### config.mk
export PLATFORM = sky130hd
export DESIGN_NAME = routing_target_resp_tracker
export DESIGN_NICKNAME = d
export VERILOG_FILES = /design/src/rtl/routing_target_resp_tracker.sv
export SDC_FILE = /design/constraint.sdc
export NUM_CORES = 1
export LEC_CHECK = 0
export ABC_AREA = 1
export BUFFER_PORTS_ARGS = -buffer_cell sky130_fd_sc_hd__buf_4
export CAP_MARGIN = 25
export CORE_AREA = 2 2 77 57
export CTS_BUF_LIST = sky130_fd_sc_hd__clkbuf_2 sky130_fd_sc_hd__clkbuf_4 sky130_fd_sc_hd__clkbuf_8
export DETAILED_ROUTE_END_ITERATION = 16
export DIE_AREA = 0 0 79 59
export GPL_TIMING_DRIVEN = 0
export MAX_ROUTING_LAYER = met4
export PLACE_DENSITY = 0.84
export SETUP_SLACK_MARGIN = 0.15
export SLEW_MARGIN = 0
export SYNTH_ARGS = -nofsm -noshare
export SYNTH_HDL_FRONTEND = slang
export SYNTH_SLANG_ARGS = --single-unit
### constraint.sdc
create_clock -name clk -period 2.2 [get_ports clk]
set_clock_uncertainty 0.05 [all_clocks]
set_input_delay 0.11 -clock clk [delete_from_list [all_inputs] [get_ports clk]]
set_output_delay 0.11 -clock clk [all_outputs]
set_load 0.02 [all_outputs]
### src/rtl/routing_target_resp_tracker.sv
// Target-side response tracker: queues {initiator ID, tag} per accepted request
// and emits in-order response headers with the source route back to the initiator.
module routing_target_resp_tracker #(
  parameter int DEPTH    = 4,
  parameter int SRC_W    = 4,
  parameter int TAG_W    = 4,
  parameter int PATH_W   = 7,
  parameter int NUM_INIT = 13,
  parameter logic [NUM_INIT*PATH_W-1:0] ROUTE_TABLE = {NUM_INIT{{{(PATH_W-1){1'b0}}, 1'b1}}}
) (
  input  logic                     clk,
  input  logic                     rst_n,
  input  logic                     req_hdr_valid,
  output logic                     req_hdr_ready,
  input  logic [SRC_W-1:0]         req_src_id,
  input  logic [TAG_W-1:0]         req_tag,
  output logic                     rsp_hdr_valid,
  input  logic                     rsp_hdr_ready,
  output logic [PATH_W-1:0]        rsp_path,
  output logic [SRC_W-1:0]         rsp_dest,
  output logic [TAG_W-1:0]         rsp_tag,
  output logic                     rsp_route_err,
  output logic [$clog2(DEPTH):0]   outstanding
);

  localparam int AW = $clog2(DEPTH);
  localparam int CW = AW + 1;
  localparam int EW = SRC_W + TAG_W;
  localparam logic [CW-1:0] DEPTH_C = CW'(DEPTH);

  logic [EW-1:0]     mem_q [DEPTH];
  logic [AW:0]       wr_ptr_q, wr_ptr_d, rd_ptr_q, rd_ptr_d;
  logic [CW-1:0]     outstanding_q, outstanding_d;
  logic              ready_q, ready_d;
  logic              valid_q, valid_d;
  logic [PATH_W-1:0] path_q, path_d;
  logic [SRC_W-1:0]  dest_q, dest_d;
  logic [TAG_W-1:0]  tag_q, tag_d;
  logic              err_q, err_d;

  logic              push, consume, load, fifo_empty;
  logic [SRC_W-1:0]  head_id;
  logic [TAG_W-1:0]  head_tag;
  logic [PATH_W-1:0] head_path;
  logic              head_err;

  // Ready comes from a register, so a full tracker refuses a push even if a pop coincides.
  assign push       = req_hdr_valid && ready_q;
  assign consume    = valid_q && rsp_hdr_ready;
  assign fifo_empty = (wr_ptr_q == rd_ptr_q);
  assign load       = !fifo_empty && (!valid_q || rsp_hdr_ready);
  assign {head_id, head_tag} = mem_q[rd_ptr_q[AW-1:0]];

  always_comb begin
    head_path = '0;
    head_err  = 1'b1;
    for (int i = 0; i < NUM_INIT; i++) begin
      if (head_id == SRC_W'(i)) begin
        head_path = ROUTE_TABLE[i*PATH_W +: PATH_W];
        head_err  = 1'b0;
      end
    end
  end

  always_comb begin
    wr_ptr_d      = wr_ptr_q + {{AW{1'b0}}, push};
    rd_ptr_d      = rd_ptr_q + {{AW{1'b0}}, load};
    outstanding_d = outstanding_q + {{AW{1'b0}}, push} - {{AW{1'b0}}, consume};
    ready_d       = (outstanding_d < DEPTH_C);
    valid_d       = valid_q;
    path_d        = path_q;
    dest_d        = dest_q;
    tag_d         = tag_q;
    err_d         = err_q;
    if (load) begin
      valid_d = 1'b1;
      path_d  = head_path;
      dest_d  = head_id;
      tag_d   = head_tag;
      err_d   = head_err;
    end else if (rsp_hdr_ready) begin
      valid_d = 1'b0;
    end
  end

  always_ff @(posedge clk) begin
    if (push) begin
      mem_q[wr_ptr_q[AW-1:0]] <= {req_src_id, req_tag};
    end
  end

  always_ff @(posedge clk or negedge rst_n) begin
    if (!rst_n) begin
      wr_ptr_q      <= '0;
      rd_ptr_q      <= '0;
      outstanding_q <= '0;
      ready_q       <= 1'b0;
      valid_q       <= 1'b0;
      path_q        <= '0;
      dest_q        <= '0;
      tag_q         <= '0;
      err_q         <= 1'b0;
    end else begin
      wr_ptr_q      <= wr_ptr_d;
      rd_ptr_q      <= rd_ptr_d;
      outstanding_q <= outstanding_d;
      ready_q       <= ready_d;
      valid_q       <= valid_d;
      path_q        <= path_d;
      dest_q        <= dest_d;
      tag_q         <= tag_d;
      err_q         <= err_d;
    end
  end

  assign req_hdr_ready = ready_q;
  assign rsp_hdr_valid = valid_q;
  assign rsp_path      = path_q;
  assign rsp_dest      = dest_q;
  assign rsp_tag       = tag_q;
  assign rsp_route_err = err_q;
  assign outstanding   = outstanding_q;

endmodule
### Yosys cells after proc, flatten, opt, wreduce, memory -nomap -nowiden

Memory sizes are Yosys's and may differ from the RTL's.
Cells that the tools add are included.

| storage, ports and cells | value |
|---|---|
| register bits | 27 |
| bits in writable memories | 32 |
| input port bits | 12 |
| output and inout bits | 21 |
| word-level logic and storage cells | 66 |
| memories | 1 |

Memory list:

| memory | words | width | rd ports | clocked after memory_dff | write ports | RTL line | RTL |
|---|---|---|---|---|---|---|---|
| mem_q | 4 | 8 | 1 | 0 | 1 | 31 | `logic [EW-1:0] mem_q [DEPTH];` |

| cells by class | value |
|---|---|
| $add $sub $neg | 4 |
| order comparisons | 1 |
| eq/ne operators | 13 |
| muxes and demuxes | 30 |
| reduce and logical (&&, ||, !) cells | 8 |

Operator list:

| operator | number |
|---|---|
| $mux W7 | 11 |
| $eq A4 B4 Y1 const B | 5 |
| $mux W1 | 19 |
| $eq A4 B3 Y1 const B | 4 |
| $add A3 B1 Y3 | 3 |
| $eq A4 B2 Y1 const B | 2 |
| $eq A4 B1 Y1 const B | 1 |
| $logic_not A4 Y1 | 1 |
| $eq A3 B3 Y1 | 1 |
| $logic_and A1 B1 Y1 | 3 |
| $lt A3 B3 Y1 const B | 1 |
| $sub A3 B1 Y3 | 1 |
| $logic_not A1 Y1 | 2 |
| $reduce_bool A2 Y1 | 1 |
| $logic_or A1 B1 Y1 | 1 |

### Longest topological paths before layout

An unclocked memory read counts as a cell.

| depth | value |
|---|---|
| word-level depth | 15 |
| gate-level depth with buffers | 10 |
| mapped depth without buffers | 10 |

### Least setup slack after synthesis

OpenSTA, ideal clock, no wires.

| timing path | value |
|---|---|
| path type | register to register |
| from | register ready_q (netlist: req_hdr_ready) |
| to | register outstanding_q[2] (netlist: outstanding[2]) |
| library setup time | 121 ps |
| arrival | 1843 ps |
| data required time | 2029 ps |
| path slack | 186 ps |
| cell stages (with the launch flop) | 10 |
| path buffers | 0 |
| period minus slack after synthesis | 2014 ps |
| cells stage by stage | dfrtp_1 nand2_1 ha_1 inv_1 ha_1 inv_1 fa_1 xor2_1 xor2_1 inv_1 |

| on the way | value |
|---|---|
| longest elaborated chain between the ends | 3 |

Ends and longest elaborated chain:

| element | RTL line | RTL |
|---|---|---|
| from (decl) | 34 | `logic ready_q, ready_d;` |
| from (signal assigned) | 107 | `ready_q <= ready_d;` |
| $logic_and A1 B1 Y1 | 48 | `assign push = req_hdr_valid && ready_q;` |
| $add A3 B1 Y3 | 68 | `outstanding_d = outstanding_q + {{AW{1'b0}}, push} - {{AW{1'b0}}, consume};` |
| $sub A3 B1 Y3 | 68 |  |
| net outstanding_d[2] | 33 | `logic [CW-1:0] outstanding_q, outstanding_d;` |
| to (signal assigned) | 106 | `outstanding_q <= outstanding_d;` |
| to (decl) | 33 |  |

The timed path passes the listed nets, and every way through them passes these cells.
A chain may end at the register's enable or synchronous reset.

### Worst setup path in the final report

| timing path | value |
|---|---|
| from | register valid_q (netlist: rsp_hdr_valid) |
| to | register outstanding_q[2] (netlist: outstanding[2]) |

| on the way | value |
|---|---|
| longest elaborated chain between the ends | 2 |

Ends and longest elaborated chain:

| element | RTL line | RTL |
|---|---|---|
| from (decl) | 35 | `logic valid_q, valid_d;` |
| from (signal assigned) | 108 | `valid_q <= valid_d;` |
| $logic_and A1 B1 Y1 | 49 | `assign consume = valid_q && rsp_hdr_ready;` |
| $sub A3 B1 Y3 | 68 |  |
| net outstanding_d[2] | 33 |  |

The timed path passes the listed nets, and every way through them passes these cells.

==> impl_metrics.tcl <==
set metrics [dict create \
    status "finished clean" \
    r2r_cells 10 \
    whs_path_depth 4 \
    yosysWarnings 0 \
    syn_area_um2 2210 \
    timing.setup.tns_ns 0 \
    p_leak_nw 1.233 \
    numCtsBuffers 5 \
    fin_crit_ns 1.890 \
    register_area_um2 1486 \
    synthCells 187 \
    synthTopCellsByCount "nand2_1, edfxtp_1, dfrtp_1" \
    place.port_buffers 26 \
    drive_above_1_share_pct 24.17 \
    die_y_um 59 \
    irDropWorstVdd_mv 0.6654 \
    cp.required_ns 2.36 \
    antenna_found_initial 0 \
    yosysTopAreaCellShare_pct 43.49 \
    die_w_um 79 \
    synth-edff-count 32 \
    r2r_end "outstanding[2]" \
    worst_pin_slew_ns 0.8045 \
    initial_core_util_pct 57.37 \
    routed_wirelength_mm 3.840 \
    grt_pass1_wl_mm 6.044 \
    n_fill_cell 278 \
    io_pins 33 \
    arrival_ns 2.05 \
    htree_levels 2 \
    endpoint_kind "register" \
    clock_path_buffers 2 \
    dr.first_iter.drc_count 81 \
    ant_nets 0 \
    hpwlAfterDp_mm 2.680 \
    gp_congestion 0.7422 \
    ys_seq_area_share_pct 67.27 \
    grtUsageTotal_pct 19.13 \
    fp.dieArea_um2 4661 \
    finalCritPeriodShare_pct 85.93 \
    rsz0062_at_grt "false" \
    holdCritStartpoint "rsp_hdr_ready" \
    nets 258 \
    clock.fmax_mhz 529.0 \
    area_delta_synth_final_pct 23.27 \
    yosysTopAreaCell "edfxtp_1" \
    via_count 1414 \
    cts.sinks 53 \
    wire_per_inst_um 13.15 \
    drt_pass1_iterations 4 \
    synth.area.top_cells "edfxtp_1, dfrtp_1, nand2_1, ha_1, buf_4" \
    yosysUniqueCellTypes 23 \
    cp-start-kind "register" \
    multi_input_area_um2 599.3 \
    clk_latency_ns 0.32 \
    hold_viol 0 \
    ys.flop_type "edfxtp_1" \
    slew_headroom_pct 45.95 \
    utilization_pct 70.73 \
    path_clk_slew_ns 0.10 \
    clockRootBuffer "clkbuf_8" \
    slew_violations 0 \
    ff2ff_setup_slack_ns 0.31 \
    overflow 0 \
    synth_most_common_cell "nand2_1" \
    ys_async_sr_fraction_pct 39.62 \
    hold_end "rsp_hdr_valid" \
    crit_type "register to register" \
    core_area_um2 3851 \
    row_count 19 \
    cap_violations 0 \
    worstHoldPathType "input pin to register" \
    grt_pass1_vias 1265 \
    worstReg2RegStart "rsp_hdr_valid" \
    post-route-drc-count 0 \
    grt_max_degree 22 \
    crit_path_max_fanout 3 \
    p_per_area_nw_per_um2 1356 \
    syn_area_per_cell_um2 11.82 \
    synth.ff_latch_count 53 \
    setup_viol 0 \
    antenna_cells 0 \
    cts_tree "done" \
    vias_per_cell 4.842 \
]
-- report_power, final --
part	internal (mW)	leakage, nW	switching, mW
Combinational	0.625	0.644	0.966
Sequential	1.35	0.539	0.171
Clock	0.238	0.0506	0.340
-- state kept, by name, summed over array words and instances (netlist names) --
register,flops
outstanding,3
rsp_route_err,1
wr_ptr_q,3
rsp_path,1
mem_q,32
rsp_tag,4
req_hdr_ready,1
rd_ptr_q,3
rsp_hdr_valid,1
rsp_dest,4
-- cells by family (layout without fill, tap and decap cells) --
| kind of cell | after synthesis | count (layout) | share of synthesized area, % |
|---|---|---|---|
| xor gates and xnor gates | 5 | 5 | 2.322 |
| AOI/OAI and AO/OA | 17 | 17 | 4.587 |
| and+or+nand+nor | 78 | 78 | 14.44 |
| adders and majority gates | 7 | 7 | 4.303 |
| buffers and inverters | 26 | 74 | 6.908 |
| other | 1 | 6 | 0.1697 |
| DFF | 53 | 53 | 67.27 |
-- worst max-delay path, cell delays in order (launching register included) --
cell and delay [ns]:
dfrtp_1 0.40, nand2_1 0.06, inv_1 0.04, ha_1 0.26, inv_1 0.05, ha_1 0.14
inv_1 0.05, fa_2 0.33, xor2_1 0.16, xor2_1 0.20, inv_1 0.05
-- worst max-delay path by stage --
stage / from / endpoint / slack (ns)
detailed placement: req_hdr_ready / outstanding[2] / 0.18
floorplan: req_hdr_ready / outstanding[2] / 0.19
global route: rsp_hdr_valid / outstanding[2] / 0.15
finish: rsp_hdr_valid / outstanding[2] / 0.31
CTS: req_hdr_ready / outstanding[2] / 0.16
global placement: req_hdr_ready / outstanding[2] / 0.23
-- layout by cell type (no fill, tap or decap) --
cell type | synthesis | layout
buf_6 | 3 | 3
clkinv_4 | 0 | 1
buf_4 | 7 | 38
ha_1 | 6 | 6
nor2_1 | 11 | 11
conb_1 | 1 | 6
o21ai_0 | 8 | 8
inv_1 | 13 | 13
dlygate4sd3_1 | 0 | 9
inv_6 | 1 | 2
o21ai_4 | 1 | 1
nor2_4 | 1 | 1
nor3_1 | 4 | 4
buf_2 | 1 | 1
clkbuf_8 | 0 | 5
dfrtp_1 | 21 | 21
nand2_4 | 0 | 1
nand2_1 | 52 | 51
inv_8 | 0 | 1
xor2_1 | 4 | 4
edfxtp_1 | 32 | 32
o21ai_1 | 4 | 4
inv_2 | 1 | 1
fa_2 | 0 | 1
nand3_1 | 9 | 9
o22ai_1 | 4 | 4
nand2_2 | 1 | 1
xor2_2 | 1 | 1
-- layout make-up --
type	instances	area share [%]
Inverter	15	2.251
Multi-Input combinational cell	113	22.00
Timing Repair Buffer	40	11.85
Buffer	11	3.353
Tap cell	52	2.389
Clock inverter	3	1.057
Clock buffer	5	2.526
Sequential cell	53	54.57
-- routing by layer --
| layer | vias up | share of wire, % | GRT usage, % |
|---|---|---|---|
| met5 | - | 0 | - |
| met3 | 5 | 8.8 | 6.707 |
| met2 | 53 | 44 | 27.00 |
| met4 | 0 | 1.8 | 8.867 |
| met1 | 649 | 45 | 25.24 |
| li1 | 707 | - | - |
-- metrics by stage --
| step | instances | setup WS [ns] | hold WS, ns | total power [mW] | cell area, um2 |
|---|---|---|---|---|---|
| final | 292 | 0.3095 | 0.1093 | 3.692 | 2724 |
| after detailed placement | 274 | 0.1826 | -0.04571 | 3.104 | 2519 |
| after global placement | 270 | 0.2268 | -0.04376 | 3.005 | 2489 |
| after global routing | 292 | 0.1539 | 0.1273 | 3.970 | 2724 |
| after CTS | 291 | 0.1637 | 0.09483 | 3.696 | 2706 |
| after floorplan | 192 | 0.1859 | -0.2356 | 2.569 | 2228 |
-- repair_timing --
action	CTS	global route
resized for setup	0	3
setup endpoints to repair	0	2
buffers inserted	0	1
hold endpoints to repair	53	0
hold buffers	9	0
No activity file was read; power rests on OpenSTA's default activity.
